## src/rtl/mod_multiport_register_file_pkg.sv

```systemverilog
// Shared defaults and dump-engine state encoding for the multiport register file.
package mod_multiport_register_file_pkg;

  localparam int unsigned DataWDefault   = 32;
  localparam int unsigned NumRegsDefault = 32;

  typedef enum logic [1:0] {
    StIdle   = 2'd0,
    StStream = 2'd1,
    StDone   = 2'd2
  } dump_state_e;

endpackage

```

## src/rtl/mod_regfile_dump_fsm.sv

```systemverilog
// Dump engine: walks register indices 1..NUM_REGS-1 over a valid/ready channel.
module mod_regfile_dump_fsm
  import mod_multiport_register_file_pkg::*;
#(
  parameter int unsigned NUM_REGS = NumRegsDefault,
  parameter int unsigned ADDR_W   = $clog2(NUM_REGS)
) (
  input  logic              clk,
  input  logic              reset,
  input  logic              dump_start,
  input  logic              dump_ready,
  output logic              dump_valid,
  output logic [ADDR_W-1:0] dump_index,
  output logic              dump_busy,
  output logic              dump_done
);

  localparam logic [ADDR_W-1:0] LastIdx = ADDR_W'(NUM_REGS - 1);

  dump_state_e       state_q, state_d;
  logic [ADDR_W-1:0] index_q, index_d;

  always_ff @(posedge clk) begin
    if (reset) begin
      state_q <= StIdle;
      index_q <= '0;
    end else begin
      state_q <= state_d;
      index_q <= index_d;
    end
  end

  always_comb begin
    state_d    = state_q;
    index_d    = index_q;
    dump_valid = 1'b0;
    dump_done  = 1'b0;
    unique case (state_q)
      StIdle: begin
        if (dump_start) begin
          state_d = StStream;
          index_d = ADDR_W'(1);
        end
      end
      StStream: begin
        dump_valid = 1'b1;
        if (dump_ready) begin
          if (index_q == LastIdx) begin
            state_d = StDone;
          end else begin
            index_d = index_q + ADDR_W'(1);
          end
        end
      end
      StDone: begin
        dump_done = 1'b1;
        state_d   = StIdle;
        index_d   = '0;
      end
      default: begin
        state_d = StIdle;
        index_d = '0;
      end
    endcase
  end

  assign dump_index = index_q;
  assign dump_busy  = (state_q != StIdle);

endmodule

```

## src/rtl/mod_multiport_register_file.sv

```systemverilog
// Register file with r0 hardwired to zero, NUM_RD combinational reads, two prioritised
// write ports, optional write-to-read bypass and a streaming dump engine.
module mod_multiport_register_file
  import mod_multiport_register_file_pkg::*;
#(
  parameter  int unsigned DATA_W   = DataWDefault,
  parameter  int unsigned NUM_REGS = NumRegsDefault,
  parameter  int unsigned NUM_RD   = 2,
  parameter  int unsigned BYPASS   = 1,
  localparam int unsigned ADDR_W   = $clog2(NUM_REGS)
) (
  input  logic                     clk,
  input  logic                     reset,
  input  logic                     hold,
  input  logic                     write_0,
  input  logic [ADDR_W-1:0]        write_address_0,
  input  logic [DATA_W-1:0]        write_data_0,
  input  logic                     write_1,
  input  logic [ADDR_W-1:0]        write_address_1,
  input  logic [DATA_W-1:0]        write_data_1,
  input  logic [NUM_RD*ADDR_W-1:0] read_address,
  output logic [NUM_RD*DATA_W-1:0] read_data,
  input  logic                     dump_start,
  input  logic                     dump_ready,
  output logic                     dump_valid,
  output logic [ADDR_W-1:0]        dump_index,
  output logic [DATA_W-1:0]        dump_data,
  output logic                     dump_busy,
  output logic                     dump_done
);

  logic [DATA_W-1:0] regs_q [NUM_REGS];
  logic              we_0, we_1;

  // Index 0 and indices beyond the array are never stored to nor read from.
  function automatic logic live_idx(input logic [ADDR_W-1:0] a);
    return (a != '0) && (32'(a) < NUM_REGS);
  endfunction

  // A running dump blocks writes so the streamed beats stay stable.
  assign we_0 = write_0 & ~hold & ~dump_busy;
  assign we_1 = write_1 & ~hold & ~dump_busy;

  always_ff @(posedge clk) begin
    if (reset) begin
      for (int i = 0; i < int'(NUM_REGS); i++) begin
        regs_q[i] <= '0;
      end
    end else begin
      if (we_0 && live_idx(write_address_0)) regs_q[write_address_0] <= write_data_0;
      // Port 1 is assigned last so it wins a same-index collision.
      if (we_1 && live_idx(write_address_1)) regs_q[write_address_1] <= write_data_1;
    end
  end

  for (genvar k = 0; k < int'(NUM_RD); k++) begin : g_rd
    logic [ADDR_W-1:0] ra;
    logic [DATA_W-1:0] rv;

    assign ra = read_address[k*ADDR_W +: ADDR_W];

    always_comb begin
      rv = '0;
      if (live_idx(ra)) begin
        rv = regs_q[ra];
        if (BYPASS != 0) begin
          if (we_1 && (write_address_1 == ra)) begin
            rv = write_data_1;
          end else if (we_0 && (write_address_0 == ra)) begin
            rv = write_data_0;
          end
        end
      end
    end

    assign read_data[k*DATA_W +: DATA_W] = rv;
  end

  mod_regfile_dump_fsm #(
    .NUM_REGS(NUM_REGS),
    .ADDR_W  (ADDR_W)
  ) u_dump_fsm (
    .clk       (clk),
    .reset     (reset),
    .dump_start(dump_start),
    .dump_ready(dump_ready),
    .dump_valid(dump_valid),
    .dump_index(dump_index),
    .dump_busy (dump_busy),
    .dump_done (dump_done)
  );

  assign dump_data = regs_q[dump_index];

endmodule

```

## config.mk

```make
export PLATFORM = sky130hd
export DESIGN_NAME = mod_multiport_register_file
export DESIGN_NICKNAME = d
export VERILOG_FILES = /design/src/rtl/mod_multiport_register_file_pkg.sv /design/src/rtl/mod_regfile_dump_fsm.sv /design/src/rtl/mod_multiport_register_file.sv
export SDC_FILE = /design/constraint.sdc
export NUM_CORES = 2
export LEC_CHECK = 0
export ABC_AREA = 0
export BUFFER_PORTS_ARGS = -buffer_cell sky130_fd_sc_hd__clkbuf_2
export CAP_MARGIN = 20
export CORE_ASPECT_RATIO = 2
export CORE_MARGIN = 2
export CORE_UTILIZATION = 35
export DETAILED_ROUTE_END_ITERATION = 10
export SETUP_SLACK_MARGIN = 0.4
export SLEW_MARGIN = 20
export SYNTH_ARGS = -nofsm -noshare
export SYNTH_HDL_FRONTEND = slang
export SYNTH_SLANG_ARGS = --single-unit
```

## constraint.sdc

```tcl
create_clock -name clk -period 5.8 [get_ports clk]
set_input_delay 0.87 -clock clk [delete_from_list [all_inputs] [get_ports clk]]
set_output_delay 0.87 -clock clk [all_outputs]
set_load 0.01 [all_outputs]
```

# [Word-level counts from Yosys, hierarchy flattened]
# Memory sizes are Yosys's and may differ from the RTL's. A register that Yosys moved wholly into a read port is not among the register bits.
# Cells that the tools add are included.
# Widths: inputs -> output; s select.
[totals] latchBits=0 mem_count=1 input_bits=91 rom_bits=0 output_inout_bits=104 ff_bits=7 ramBits=1024 wordCells=69
[mem_list] memory="regs_q" words=32 width=32 rd=3 rd_ports_with_merged_regs=1 write_ports=32 line="mod_multiport_register_file.sv:32" text="logic [DATA_W-1:0] regs_q [NUM_REGS];"
[op_classes] n_shift=0 div=0 add_sub_neg=1 n_mul=0 bitwise_logic=6 mux=32 n_eq_ne=11 n_reduce_logical=16 n_lt_le_gt_ge=0
[op_table] operator="$mux 32" n=8
[op_table] operator="$reduce_or 32->1" n=2
[op_table] operator="$mux 5" n=7
[op_table] operator="$eq 5x5->1" n=4
[op_table] operator="$reduce_bool 5->1" n=4
[op_table] operator="$mux 1" n=12
[op_table] operator="$pmux 5 s2" n=1
[op_table] operator="$logic_and 1x1->1" n=6
[op_table] operator="$mux 2" n=3
[op_table] operator="$ne 2x2->1 const B" n=3
[op_table] operator="$reduce_and 3->1" n=2
[op_table] operator="$add 5x1->5 const B" n=1
[op_table] operator="$eq 5x5->1 const B" n=1
[op_table] operator="$and 1x1->1" n=4
[op_table] operator="$pmux 2 s2" n=1
[op_table] operator="$eq 2x1->1 const B" n=1
[op_table] operator="$eq 2x2->1 const B" n=1
[op_table] operator="$logic_not 2->1" n=1
[op_table] operator="$ne 2x1->1 const B" n=1
[op_table] operator="$not 1->1" n=2
[op_table] operator="$reduce_bool 2->1" n=1

# [Logic depth before layout (Yosys ltp)]
[depth] ltp_word=9 mapped_depth=10 depth_no_buf=8

# [By module]
# From an unflattened synthesis, not the netlist that was laid out.
[unflattened] cells_unflattened=5212 area_unflattened_um2=69302.7
[modules_own_cells] module="mod_multiport_register_file" cells_per_inst=5172 n_inst=1 area_each_um2=68922.4 seq_area_each_um2=30749.5
[modules_own_cells] module="mod_regfile_dump_fsm" cells_per_inst=40 n_inst=1 area_each_um2=380.4 seq_area_each_um2=140.1

# [Worst setup path after synthesis]
# Ideal clock, no wire load.
[synth_timing] path_kind="in2reg" start="input hold" end="memory regs_q[10][0] (netlist name), enable pin" arrival_time_ns=3.736 n_path_buf=1 required_time_ns=5.364 path_slack_ns=1.628 path_stages=5 setup_time_ns=0.436 cell_sequence="or4b_1 > nor2_1 > nand3b_1 > clkbuf_1 > o221ai_1"
[synth_rtl] item="from (decl)" line="mod_multiport_register_file.sv:14" text="input logic hold,"
[synth_rtl] item="to (decl)" line="mod_multiport_register_file.sv:32"

# [Worst setup path after layout]
[layout_timing] start="register u_dump_fsm.state_q[0]" end="output read_data[38]"
[layout_via] elab_chain_cells=7 word_cells_on_any_way=9 classes_between="mux (3); bitwise (3); reduce/logical (3)"
[layout_lines] item="from (decl)" line="mod_regfile_dump_fsm.sv:20" text="dump_state_e state_q, state_d;"
[layout_lines] item="from (signal assigned)" line="mod_regfile_dump_fsm.sv:25" text="state_q <= StIdle;"
[layout_lines] item="from (signal assigned)" line="mod_regfile_dump_fsm.sv:28" text="state_q <= state_d;"
[layout_lines] item="$reduce_bool 2->1 (*)" line="mod_regfile_dump_fsm.sv:68" text="assign dump_busy = (state_q != StIdle);"
[layout_lines] item="$not 1->1 (*)" line="mod_multiport_register_file.sv:41, mod_multiport_register_file.sv:42"
[layout_lines] item="$and 1x1->1" line="mod_multiport_register_file.sv:41" text="assign we_0 = write_0 & ~hold & ~dump_busy;"
[layout_lines] item="$logic_and 1x1->1" line="mod_multiport_register_file.sv:69" text="end else if (we_0 && (write_address_0 == ra)) begin"
[layout_lines] item="$mux 32" line="mod_multiport_register_file.sv:69"
[layout_lines] item="$mux 32 (*)" line="mod_multiport_register_file.sv:67" text="if (we_1 && (write_address_1 == ra)) begin"
[layout_lines] item="$mux 32 (*)" line="mod_multiport_register_file.sv:64" text="if (live_idx(ra)) begin"
[layout_lines] item="to (decl)" line="mod_multiport_register_file.sv:22" text="output logic [NUM_RD*DATA_W-1:0] read_data,"
# Every way passes the cells marked *; elsewhere a longest branch is shown, timed or not.

==> reports/results.txt <==
The number of flops mapped to enable cells by yosys came out at 1,024. The overall routing resource usage came out at 32.3%. The most instantiated flip-flop cell in the synthesis netlist is sky130_fd_sc_hd__edfxtp_1. The highest achievable clock rate came out at 0.195 GHz. The number of global-route vias before repair was 53,500; the share of the cycle needed by the critical path after routing was 88.3%.

The net count of the finished layout is 4,560. Input and output buffers added on the ports amount to 194. From bottom edge to top edge, the die measures 626 um.

Number of slew-limit violations in the final report: 0. H-tree depth: 3. Fill cell total of the finished layout: 17,700. The initial utilization of the core area, before any placement, comes to 35.2%. Setup violations remaining at the end of the flow were counted as 0. The floorplan has 228 rows. Power density of the placed cells: 257 mW/mm^2. The final weighted congestion of routability-driven global placement is 0.972. The critical path class is flop to output port. Together, buffers and inverters on the worst path number 2.

The delay of the slowest cell on the worst path is 0.82 ns. Setup repair after global routing left no endpoint under its margin. The critical path depth is 8, and the number of antenna violations at the first check in global routing is 22.

The cell at the slowest stage of the critical path is sky130_fd_sc_hd__nor2_4. Launching point of the worst reg2reg path: u_dump_fsm.state_q[0]. The die covers 0.197 sq mm. For the HPWL after detailed placement, the log shows 188,000 um. Layout overhead on the synthesized area: 11.9%. For the post-route clock skew, the log shows 0.0274 ns. Path class of the lowest-slack min-delay path: input pin to flop. In this run, synthesis produced a sequential element count of 1,036.

The gate family responsible for the most delay along the worst path is simple AND/OR/NAND/NOR gates. The proportion of synthesized chip area in sequential cells was 45.8%. The count of hold buffers inserted by post-cts repair is 0. For this block, the initial DRC count from the detailed router was 10,400. The number of post-CTS setup repair buffers was 0.

In this run the worst setup path terminates at read_data[38]. Number of buffers between clock root and the deepest sink: 3. The setup check on the worst reg-to-reg path leaves a slack of 1.75 ns.

The largest net degree at the start of global routing is 76, and the data arrival time at the worst-slack endpoint is 4.25 ns. The depth of the worst register-to-register path came out at 8. The number of different library cells used by synthesis comes to 59.

The commonest non-fill, non-tap cell in the layout is sky130_fd_sc_hd__edfxtp_1. In the layout the commonest cells are 1,024 x sky130_fd_sc_hd__edfxtp_1, 997 x sky130_fd_sc_hd__a22o_1, 702 x sky130_fd_sc_hd__mux4_2, 287 x sky130_fd_sc_hd__mux2i_1, 201 x sky130_fd_sc_hd__buf_4. In this run the clock root is driven by a sky130_fd_sc_hd__clkbuf_16.

The via count was 55,700; the number of clock buffers inserted by TritonCTS was 108. Summed over all failing endpoints, the final setup total negative slack is 0 ns. Before antenna repair, the detailed router went through 6 iterations. The actual transition at the worst max-transition pin was 1.28 ns; the clock period minus final worst setup slack was 5.12 ns.

The tools report the utilization after layout as 39.3%. After detailed routing, the number of remaining DRC violations is 0. In the synthesized netlist the async set-or-reset flop fraction comes to 0%. The die is 315 um wide.

In this run the worst setup path begins at u_dump_fsm.state_q[0]. Including well taps, the total number of placed cells is 6,886. The reported leakage power was 0.0256 uW.

The Yosys warning count is 0, and the highest net fanout along the worst path is 13. Leaving out filler cells and counting taps, the final layout contains 7,112. Counting every instance in the synthesized netlist gives 4,647. The count of instances resized after the clock tree is built is 0, and the via density per instance is 7.83. Across the run, the number of max-cap violations was 0. The first-pass GRT wire length came out at 439,000 um.

Measured against its own limit, the worst slew margin works out to 14.5%. The required time reported for the critical path endpoint is 4.93 ns, and the share of final-layout standard cells stronger than drive strength 1 is 32.5%. The count of final hold-check violations is 0, and the boundary pin count is 195. The reg-to-reg critical path endpoint was regs_q[21][6]. After synthesis, the mean cell area works out to 14.5 sq um. The clock input transition at the sequential cells of the worst setup and hold paths works out to 0.06 ns. The final layout contains routed wiring with a total length of 326,000 um. For the highest ir drop seen on vdd, the log shows 0.240 mV. TritonCTS built the clock tree. The worst setup path is captured at an output port. In this run the remaining antenna-violating nets after routing total 0.

The run finished with clean final reports. The combined area of all synthesized cells is 0.0676 sq mm. Clock tree synthesis found a total of 1,036 sinks. Wire length per cell after detailed routing: 45.8 um. The element type at the critical path start was a flop. The signal on the critical path passes through or4b_1, nor4_1, nand3_1, nor2_4, buf_4, a22oi_1, nand2_1, clkbuf_2. The clock reaches the later pin of the worst-skew pair after 0.77 ns.

For this run the aggregate overflow at the end of global routing stands at 0. The core region is 0.192 sq mm.
layout make-up:
cell class | count | area, sq um | share of cell area (%)
sequential | 1036 | 31000 | 41.0
antenna | 26 | 65.1 | 0.0860
multi-input combinational | 2871 | 34200 | 45.2
clock buffer | 129 | 2850 | 3.76
inverter | 5 | 18.8 | 0.0248
clock inverter | 70 | 731 | 0.966
timing repair buffer | 445 | 3600 | 4.76
tap | 2530 | 3170 | 4.19
flip-flops by register name, indices dropped and copies added (netlist names), named ones only:
| name | flops |
|---|---|
| u_dump_fsm.state_q | 2 |
| u_dump_fsm.dump_index | 5 |
| regs_q | 1024 |
Yosys cell counts, types with 16 or more instances:
cell type	instances	area [sq um]
sky130_fd_sc_hd__a22oi_1	95	713
sky130_fd_sc_hd__nor3_1	28	140
sky130_fd_sc_hd__nand3_1	37	185
sky130_fd_sc_hd__a211oi_1	94	706
sky130_fd_sc_hd__or3_1	24	150
sky130_fd_sc_hd__mux2i_1	287	2870
sky130_fd_sc_hd__nor2_1	55	206
sky130_fd_sc_hd__nand2_1	75	282
sky130_fd_sc_hd__o221ai_1	71	622
sky130_fd_sc_hd__buf_1	134	503
sky130_fd_sc_hd__clkbuf_1	485	1820
sky130_fd_sc_hd__a21oi_1	37	185
sky130_fd_sc_hd__edfxtp_1	1024	30700
sky130_fd_sc_hd__a22o_1	997	8730
sky130_fd_sc_hd__a221oi_1	29	254
sky130_fd_sc_hd__mux4_2	702	15800
sky130_fd_sc_hd__buf_2	144	721
sky130_fd_sc_hd__mux2_2	62	698
sky130_fd_sc_hd__a221o_1	30	300
sky130_fd_sc_hd__xor2_1	16	140
sky130_fd_sc_hd__o22ai_1	62	388
sky130_fd_sc_hd__o21ai_0	33	165
layer usage:
layer  up-vias  track usage (%)  share of wire (%)
met4        20             23.3                8.6
li1      19700                -                  -
met5         -            0.724              0.065
met3      1603             15.6                 17
met2      6354             45.7                 42
met1     28100             37.9                 32
worst register-to-register path, delay by kind of cell, from the launching register on:
| kind | cells | cell delay, ns |
|---|---|---|
| DFF | 1 | 0.41 |
| AOI/OAI and AO/OA | 1 | 0.31 |
| and+or+nand+nor | 4 | 1.50 |
| buffers and inverters | 3 | 1.56 |
per-stage QoR:
stage          instance area, sq um  power [uW]  setup WS (ns)  hold slack, ns
4_1_cts                       75500       19300          0.808           0.325
3_5_place_dp                  72000       12100           1.06           0.532
3_3_place_gp                  71900       12000           1.06           0.517
6_report                      75600       19500          0.676           0.323
2_1_floorplan                 67700       10800           1.63           0.530
5_1_grt                       75600       19700          0.651           0.359
cells by family after synthesis:
family | Yosys count | share of synthesized area (%)
other | 1 | 0.00555
XOR/XNOR | 22 | 0.285
adder cells (fa/ha/maj) | 2 | 0.0370
AO/OA/AOI/OAI | 1466 | 18.1
AND/OR/NAND/NOR | 298 | 2.52
multiplexers | 1051 | 28.7
buffers and inverters | 771 | 4.57
flip-flops | 1036 | 45.8
worst min path at each step:
stage	startpoint	cells past startpoint	end	slack, ns
CTS	dump_ready	2	u_dump_fsm.state_q[0]	0.32
floorplan	u_dump_fsm.dump_index[0]	2	flop	0.53
finish	dump_ready	2	u_dump_fsm.state_q[0]	0.32
global placement	u_dump_fsm.dump_index[0]	2	flop	0.52
global route	dump_ready	2	u_dump_fsm.state_q[0]	0.36
detailed placement	u_dump_fsm.dump_index[0]	2	flop	0.53
power by group:
group	leakage, uW	internal, uW	switching [uW]	total, uW
clock network	0.00172	4140	3240	7380
logic	0.0134	1250	2010	3270
registers	0.0105	8540	275	8820
(Power assumes the default switching activity.)
